## config.mk

```make
export PLATFORM = sky130hd
export DESIGN_NAME = pq_ctrl
export DESIGN_NICKNAME = d
export VERILOG_FILES = /design/src/rtl/pq_pkg.sv /design/src/rtl/pq_rr_arb3.sv /design/src/rtl/pq_ctrl.sv
export SDC_FILE = /design/constraint.sdc
export NUM_CORES = 1
export LEC_CHECK = 0
export CORE_UTILIZATION = 25
export CTS_BUF_LIST = sky130_fd_sc_hd__clkbuf_8 sky130_fd_sc_hd__clkbuf_16
export DETAILED_ROUTE_END_ITERATION = 7
export HOLD_SLACK_MARGIN = 0.06
export SLEW_MARGIN = 20
export SYNTH_ARGS = -nofsm -noshare
export SYNTH_HDL_FRONTEND = slang
export SYNTH_SLANG_ARGS = --single-unit
```

## constraint.sdc

```tcl
create_clock -name clk_i -period 3.1 [get_ports clk_i]
set_clock_uncertainty 0.15 [all_clocks]
set_input_delay 0.62 -clock clk_i [delete_from_list [all_inputs] [get_ports clk_i]]
set_output_delay 0.62 -clock clk_i [all_outputs]
set_load 0.02 [all_outputs]
```

## src/rtl/pq_pkg.sv

```systemverilog
// Shared types for the priority-queue command sequencer.
// Op codes, controller state encoding and default ID width.
package pq_pkg;

  localparam int IW_DEF = 4;

  typedef enum logic [1:0] {
    OP_NONE,
    OP_PUSH,
    OP_POP,
    OP_DROP
  } op_e;

  typedef enum logic [1:0] {
    ST_IDLE,
    ST_ISSUE,
    ST_WAIT,
    ST_RSP
  } st_e;

endpackage

```

## src/rtl/pq_rr_arb3.sv

```systemverilog
// 3-way round-robin arbiter; bit 0 push, bit 1 pop, bit 2 drop.
// Ports: req_i requests, adv_i moves pointer past winner, gnt_o one-hot.
module pq_rr_arb3 (
  input  logic       clk_i,
  input  logic       rst_ni,
  input  logic [2:0] req_i,
  input  logic       adv_i,
  output logic [2:0] gnt_o
);

  logic [1:0] ptr_q, ptr_d;

  always_comb begin
    gnt_o = 3'b000;
    case (ptr_q)
      2'd0: begin
        if (req_i[0])      gnt_o = 3'b001;
        else if (req_i[1]) gnt_o = 3'b010;
        else if (req_i[2]) gnt_o = 3'b100;
      end
      2'd1: begin
        if (req_i[1])      gnt_o = 3'b010;
        else if (req_i[2]) gnt_o = 3'b100;
        else if (req_i[0]) gnt_o = 3'b001;
      end
      default: begin
        if (req_i[2])      gnt_o = 3'b100;
        else if (req_i[0]) gnt_o = 3'b001;
        else if (req_i[1]) gnt_o = 3'b010;
      end
    endcase
  end

  always_comb begin
    ptr_d = ptr_q;
    if (adv_i) begin
      unique case (1'b1)
        gnt_o[0]: ptr_d = 2'd1;
        gnt_o[1]: ptr_d = 2'd2;
        gnt_o[2]: ptr_d = 2'd0;
        default: ;
      endcase
    end
  end

  always_ff @(posedge clk_i or negedge rst_ni) begin
    if (!rst_ni) ptr_q <= 2'd0;
    else         ptr_q <= ptr_d;
  end

endmodule

```

## src/rtl/pq_ctrl.sv

```systemverilog
// Command sequencer for the systolic priority-queue array: arbitrates
// push/pop/drop, issues one head-cell command at a time, tracks occupancy.
module pq_ctrl
  import pq_pkg::*;
#(
  parameter int IW    = IW_DEF,
  parameter int DEPTH = 8,
  parameter int TMO   = 15,
  localparam int CW   = $clog2(DEPTH + 1)
) (
  input  logic          clk_i,
  input  logic          rst_ni,
  input  logic          push_req_i,
  input  logic [IW-1:0] push_id_i,
  output logic          push_gnt_o,
  input  logic          pop_req_i,
  output logic          pop_gnt_o,
  input  logic          drop_req_i,
  input  logic [IW-1:0] drop_id_i,
  output logic          drop_gnt_o,
  output logic          rsp_vld_o,
  output logic [1:0]    rsp_op_o,
  output logic [IW-1:0] rsp_id_o,
  output logic          rsp_err_o,
  output logic          arr_push_o,
  output logic          arr_pop_o,
  output logic          arr_drop_o,
  output logic [IW-1:0] arr_id_o,
  output logic [IW-1:0] arr_drop_id_o,
  input  logic          arr_push_vld_i,
  input  logic          arr_pop_vld_i,
  input  logic [IW-1:0] arr_pop_id_i,
  input  logic          arr_drop_vld_i,
  input  logic          arr_drop_hit_i,
  output logic [CW-1:0] count_o,
  output logic          full_o,
  output logic          empty_o,
  output logic          busy_o,
  output logic          proto_err_o
);

  localparam int TW = $clog2(TMO + 1);

  st_e           state_q, state_d;
  op_e           op_q, op_d;
  logic [IW-1:0] id_q, id_d;
  logic          err_q, err_d;
  logic [CW-1:0] cnt_q, cnt_d;
  logic [TW-1:0] tmr_q, tmr_d;
  logic          proto_q, proto_d;

  logic [2:0] req, gnt;
  logic       idle, in_wait, full, empty;
  logic       push_done, pop_done, drop_done, stray;

  assign idle    = (state_q == ST_IDLE);
  assign in_wait = (state_q == ST_WAIT);
  assign full    = (cnt_q == CW'(DEPTH));
  assign empty   = (cnt_q == '0);
  assign req     = {drop_req_i, pop_req_i, push_req_i} & {3{idle}};

  pq_rr_arb3 u_arb (
    .clk_i  (clk_i),
    .rst_ni (rst_ni),
    .req_i  (req),
    .adv_i  (|gnt),
    .gnt_o  (gnt)
  );

  assign push_done = in_wait && op_q == OP_PUSH && arr_push_vld_i;
  assign pop_done  = in_wait && op_q == OP_POP  && arr_pop_vld_i;
  assign drop_done = in_wait && op_q == OP_DROP && arr_drop_vld_i;

  // Any strobe that is not the completion of the op in flight.
  assign stray = (arr_push_vld_i && !push_done)
              || (arr_pop_vld_i  && !pop_done)
              || (arr_drop_vld_i && !drop_done);

  always_comb begin
    state_d = state_q;
    op_d    = op_q;
    id_d    = id_q;
    err_d   = err_q;
    cnt_d   = cnt_q;
    tmr_d   = '0;
    proto_d = proto_q | stray;
    unique case (state_q)
      ST_IDLE: begin
        if (|gnt) begin
          unique case (1'b1)
            gnt[0]: begin
              op_d  = OP_PUSH;
              id_d  = push_id_i;
              err_d = full || (push_id_i == '0);
            end
            gnt[1]: begin
              op_d  = OP_POP;
              id_d  = '0;
              err_d = empty;
            end
            gnt[2]: begin
              op_d  = OP_DROP;
              id_d  = drop_id_i;
              err_d = empty || (drop_id_i == '0);
            end
            default: ;
          endcase
          state_d = err_d ? ST_RSP : ST_ISSUE;
        end
      end
      ST_ISSUE: state_d = ST_WAIT;
      ST_WAIT: begin
        if (push_done) begin
          if (!full) cnt_d = cnt_q + CW'(1);
          state_d = ST_RSP;
        end else if (pop_done) begin
          id_d = arr_pop_id_i;
          if (arr_pop_id_i == '0) err_d = 1'b1;
          else if (!empty)        cnt_d = cnt_q - CW'(1);
          state_d = ST_RSP;
        end else if (drop_done) begin
          if (!arr_drop_hit_i) err_d = 1'b1;
          else if (!empty)     cnt_d = cnt_q - CW'(1);
          state_d = ST_RSP;
        end else if (tmr_q == TW'(TMO)) begin
          err_d   = 1'b1;
          state_d = ST_RSP;
        end else begin
          tmr_d = tmr_q + TW'(1);
        end
      end
      ST_RSP: state_d = ST_IDLE;
    endcase
  end

  always_ff @(posedge clk_i or negedge rst_ni) begin
    if (!rst_ni) begin
      state_q <= ST_IDLE;
      op_q    <= OP_NONE;
      id_q    <= '0;
      err_q   <= 1'b0;
      cnt_q   <= '0;
      tmr_q   <= '0;
      proto_q <= 1'b0;
    end else begin
      state_q <= state_d;
      op_q    <= op_d;
      id_q    <= id_d;
      err_q   <= err_d;
      cnt_q   <= cnt_d;
      tmr_q   <= tmr_d;
      proto_q <= proto_d;
    end
  end

  assign push_gnt_o = gnt[0];
  assign pop_gnt_o  = gnt[1];
  assign drop_gnt_o = gnt[2];

  assign arr_push_o    = (state_q == ST_ISSUE) && op_q == OP_PUSH;
  assign arr_pop_o     = (state_q == ST_ISSUE) && op_q == OP_POP;
  assign arr_drop_o    = (state_q == ST_ISSUE) && op_q == OP_DROP;
  assign arr_id_o      = arr_push_o ? id_q : '0;
  assign arr_drop_id_o = arr_drop_o ? id_q : '0;

  assign rsp_vld_o = (state_q == ST_RSP);
  assign rsp_op_o  = rsp_vld_o ? op_q : OP_NONE;
  assign rsp_id_o  = rsp_vld_o ? id_q : '0;
  assign rsp_err_o = rsp_vld_o && err_q;

  assign count_o     = cnt_q;
  assign full_o      = full;
  assign empty_o     = empty;
  assign busy_o      = !idle;
  assign proto_err_o = proto_q;

endmodule
```

==> Word-level counts from Yosys, hierarchy flattened <==
Index checks and enable logic that the tools add are counted.
{ "totals": {"register_bits": 20, "out_inout_bits": 30, "in_bits": 21, "elab_cells": 121} }
{ "classes": {"reduce_logical": 38, "n_eq_ne": 19, "addsub": 3, "n_mux": 51, "bitwise_logic": 2} }
{ "ops": {"columns": ["cell", "n"], "rows": [
  ["$mux 4", 18],
  ["$mux 3", 7],
  ["$logic_not 4->1", 4],
  ["$mux 2", 8],
  ["$logic_and 1x1->1", 13],
  ["$pmux 2 s3", 2],
  ["$pmux 4 s3", 1],
  ["$mux 1", 10],
  ["$reduce_and 5->1", 2],
  ["$reduce_bool 3->1", 3],
  ["$add 4x1->4 const B", 2],
  ["$eq 2x2->1 const B", 4],
  ["$eq 4x4->1 const B", 2],
  ["$ne 4x4->1 const B", 2],
  ["$pmux 2 s4", 1],
  ["$pmux 4 s2", 1],
  ["$eq 2x1->1 const B", 3],
  ["$pmux 3 s2", 1],
  ["$reduce_and 6->1", 1],
  ["$ne 5x1->1 const B", 1],
  ["$logic_not 1->1", 4],
  ["$logic_not 2->1", 2],
  ["$logic_or 1x1->1", 4],
  ["$ne 2x1->1 const B", 2],
  ["other kinds (13)", 15]
]} }

==> Logic depth before layout (Yosys ltp) <==
{ "depth": {"depth_word": 12, "depth_mapped": 9, "ltp_nobuf": 8} }

==> By module <==
A second synthesis with hierarchy kept.
{ "unflattened": {"cells_unflattened": 168, "area_unflattened_um2": 1559.0} }
{ "modules_own_cells": {"columns": ["module", "cells_each", "instances", "area_per_inst_um2", "seq_area_each_um2"], "rows": [
  ["pq_ctrl", 148, 1, 1401.3, 450.4],
  ["pq_rr_arb3", 20, 1, 157.7, 50.0]
]} }

==> Worst setup path after synthesis <==
Ideal clock, no wire load.
{ "synth_timing": {"path_kind": "register -> output", "start": "register state_q[1]", "end": "output port arr_id_o[0]", "arrival_ns": 1.645, "path_buffers": 0, "setup_slack_ns": 0.685, "required_ns": 2.330, "path_stages_with_launch": 5, "cell_sequence": "dfrtp_1 inv_1 ha_1 nor3b_1 and2_1"} }
{ "synth_via": {"elab_chain_len": 3} }
{ "synth_lines": {"columns": ["item", "line", "rtl"], "rows": [
  ["from (decl)", "pq_ctrl.sv:44", "st_e state_q, state_d;"],
  ["from (signal assigned)", "pq_ctrl.sv:146", "state_q <= state_d;"],
  ["$eq 2x1->1", "pq_ctrl.sv:160", "assign arr_push_o = (state_q == ST_ISSUE) && op_q == OP_PUSH;"],
  ["$logic_and 1x1->1", "pq_ctrl.sv:160", null],
  ["named net arr_push_o", "pq_ctrl.sv:25", "output logic arr_push_o,"],
  ["$mux 4", "pq_ctrl.sv:163", "assign arr_id_o = arr_push_o ? id_q : '0;"],
  ["to (decl)", "pq_ctrl.sv:28", "output logic [IW-1:0] arr_id_o,"]
]} }
The timed path passes the listed nets, and every way through them passes these cells.

==> Final worst setup path <==
{ "layout_timing": {"start": "input port drop_req_i", "end": "output port pop_gnt_o"} }
{ "layout_via": {"elab_chain_len": 3} }
{ "layout_lines": {"columns": ["item", "line", "rtl"], "rows": [
  ["from (decl)", "pq_ctrl.sv:18", "input logic drop_req_i,"],
  ["$and 3x3->3", "pq_ctrl.sv:60", "assign req = {drop_req_i, pop_req_i, push_req_i} & {3{idle}};"],
  ["$mux 3", "pq_rr_arb3.sv:27", "if (req_i[2]) gnt_o = 3'b100;"],
  ["$pmux 3 s2", "pq_rr_arb3.sv:15", "case (ptr_q)"],
  ["to (decl)", "pq_ctrl.sv:17", "output logic pop_gnt_o,"]
]} }
Every way passes these cells.

==> impl_metrics.toml <==
[status]
status = "finished, final reports clean"

[timing]
tns_ns = 0
finalHoldViolations = 0
setup-violations-final = 0
fin_crit_ns = 2.96
maxSlewViolCount = 0
relSlewSlack_pct = 63.8
rsz0062_at_grt = "false"
fin_crit_sh_pct = 95.5
worst_pin_slew_ns = 0.539
clock.fmax_ghz = 0.338

[hold_path]
holdCritPathClass = "reg -> reg"

[floorplanning]
die_y_um = 79.6
die_w_um = 79.6
core-area_um2 = 5640
die-area_um2 = 6340
start_util_pct = 26.7
io_pins = 51
rows = 27

[run]
max-cap-violations = 0

[detailed_routing]
wirelength_um = 3720
drc = 0
dr.max_layer_used = "met4"
wl_per_cell_um = 12.7
firstDrtPassIters = 4
wl_met2_um = 1600
detail-route-antenna-nets = 0
drt_iter0_markers = 50
route.vias.total = 1362
avgViaCountPerCell = 4.66
dr_wl_met3_um = 209
met1Wirelength_um = 1870

[global_routing]
grt_max_degree = 21
first_global_vias = 1241
track_usage_pct = 12.1
grt_pass1_wl_um = 5980
globalRoute.totalOverflow = 0
antenna_found_initial = 0

[layout]
postLayoutCoreUtil_pct = 39.2
syn2layout_area_growth_pct = 47.0
diodes = 0
drive_above_1_share_pct = 14.5
fill_cells = 569
fin_nets = 251
layout_common_cells = "clkdlybuf4s50_1, dfrtp_1, and2_1"
layout_commonest_cell = "clkdlybuf4s50_1"

[power]
combPwrFrac_pct = 62.6
leakage_nw = 0.944
peakVddDrop_mv = 0.367
power.switching_uw = 832
p_sw_share_pct = 44.3
pwr-share-seq_pct = 26.3
internal_power_mw = 1.05
powerDensity_nw_per_um2 = 849
p_clk_share_pct = 11.1

[clocking]
cts_root_buf = "clkbuf_8"
clkSinkCount = 20
clk_pin_slew_ns = 0.08
numCtsBuffers = 3
ctsHoldBuffers = 0
tritoncts = "built"
htreeDepth = 1
clockBufferDepth = 2
insertion_delay_ns = 0.26
post_cts_resized = 0
postCtsSetupBuffers = 0

[worst_setup_path]
worst-path-buf-inv = 2
cp_top_family = "buffers and inverters"
critPathSlowestCell = "clkdlybuf4s50_1"
cp_common_cell = "clkdlybuf4s50_1"
worstPathArrival_ns = 2.19
slowest_delay_ns = 0.64
crit_chain = "clkdlybuf4s50_1 -> nand2_1 -> nand2b_1 -> a21oi_1 -> clkdlybuf4s50_1"
cp_max_fo = 6
endpoint_kind = "output port"
cp-start-kind = "input pin"
path_class = "in -> out"
critPathRequiredTime_ns = 2.33

[logic_synthesis]
synth-seq-cells = 20
syn_area_um2 = 1510
ys_seq_area_share_pct = 33.3
synth_cells = 159
synthFlopType = "dfrtp_1"
synth_cell_type_count = 51
synthTopCellsByArea = "dfrtp_1, and2_1, ha_1"
synth_edf_count = 0
yosysWarningCount = 0
synth_top_area_share_pct = 33.3
synth_top_area_cell = "dfrtp_1"
syn_nets = 189
postSynth.asyncResetShare_pct = 100
syn_area_per_cell_um2 = 9.47

[placed_design]
io_buffers = 50
place_congestion = 0.782
post-dp-hpwl_um = 2980
tightest hold or removal path, cell delays in order, from the launching register on:
cell	delay [ns]
dfrtp_1	0.36
a21oi_1	0.04
nand2_1	0.05
layer usage:
| layer | vias up | track usage, % |
|---|---|---|
| met1 | 623 | 16.8 |
| li1 | 697 | - |
| met4 | 0 | 4.73 |
| met3 | 4 | 2.40 |
| met5 | - | 0 |
| met2 | 38 | 18.4 |
Yosys cell counts, types with 2 or more instances:
cell type  instances
mux2_1             2
nor2_1             7
nand2_1           10
inv_1             14
a21o_1             3
buf_4              2
ha_1               8
nor3_1             2
dfrtp_1           20
mux2i_1            6
and3_1             4
nor4_1             4
buf_2              2
o21ai_0            6
o2bb2ai_1          4
nand3_1            5
xnor2_1            3
nand4b_1           2
and2_1            16
a21oi_1            8
layout make-up:
class | count | area [um2] | share of cell area (%)
clock buffer | 4 | 55.1 | 2.49
inverter | 15 | 56.3 | 2.54
multi-input combinational | 120 | 928 | 41.9
sequential | 20 | 500 | 22.6
tap | 72 | 90.1 | 4.07
timing repair buffer | 61 | 583 | 26.3
logic make-up (layout without fill, tap and decap cells):
group	Yosys count	after routing	synth area share (%)
AOI/OAI and AO/OA	39	39	21.7
xor gates and xnor gates	4	4	2.33
muxes	9	9	6.23
buffers and inverters	19	80	5.40
DFF	20	20	33.3
and+or+nand+nor	59	59	23.1
adders and majority gates	9	9	7.98
power groups by stage:
stage | logic, mW | registers, mW | clock network [mW]
5_1_grt | 1.28 | 0.517 | 0.223
6_report | 1.18 | 0.494 | 0.209
2_1_floorplan | 0.748 | 0.495 | 0
3_5_place_dp | 1.18 | 0.501 | 0
4_1_cts | 1.19 | 0.495 | 0.214
3_3_place_gp | 1.18 | 0.498 | 0
sequential cells by signal, indices dropped and copies added (netlist names):
| name | cells |
|---|---|
| tmr_q | 4 |
| err_q | 1 |
| proto_err_o | 1 |
| state_q | 2 |
| count_o | 4 |
| id_q | 4 |
| u_arb.ptr_q | 2 |
| op_q | 2 |
through the flow:
step	power (mW)	setup slack, ns	hold WS, ns	instance area, um2	cells
detailed placement	1.68	0.130	0.317	2150	288
floorplan	1.24	0.685	0.174	1510	159
CTS	1.90	0.0515	0.337	2210	292
global placement	1.67	0.157	0.307	2150	288
finish	1.88	0.139	0.331	2210	292
global route	2.02	0.0179	0.347	2210	292
worst paths after layout:
| check | from | endpoint | slack [ns] | cells after the start |
|---|---|---|---|---|
| setup / recovery | drop_req_i | pop_gnt_o | 0.14 | 5 |
| hold / removal | proto_err_o | proto_err_o | 0.33 | 2 |
| setup reg to reg | state_q[0] | count_o[3] | 0.75 | 8 |
| hold reg to reg | proto_err_o | proto_err_o | 0.33 | 2 |
| max in group asynchronous | rst_ni | id_q[3] | 2.03 | 2 |
| min in group asynchronous | rst_ni | u_arb.ptr_q[0] | 0.54 | 2 |
No activity file was read; power rests on OpenSTA's default activity.
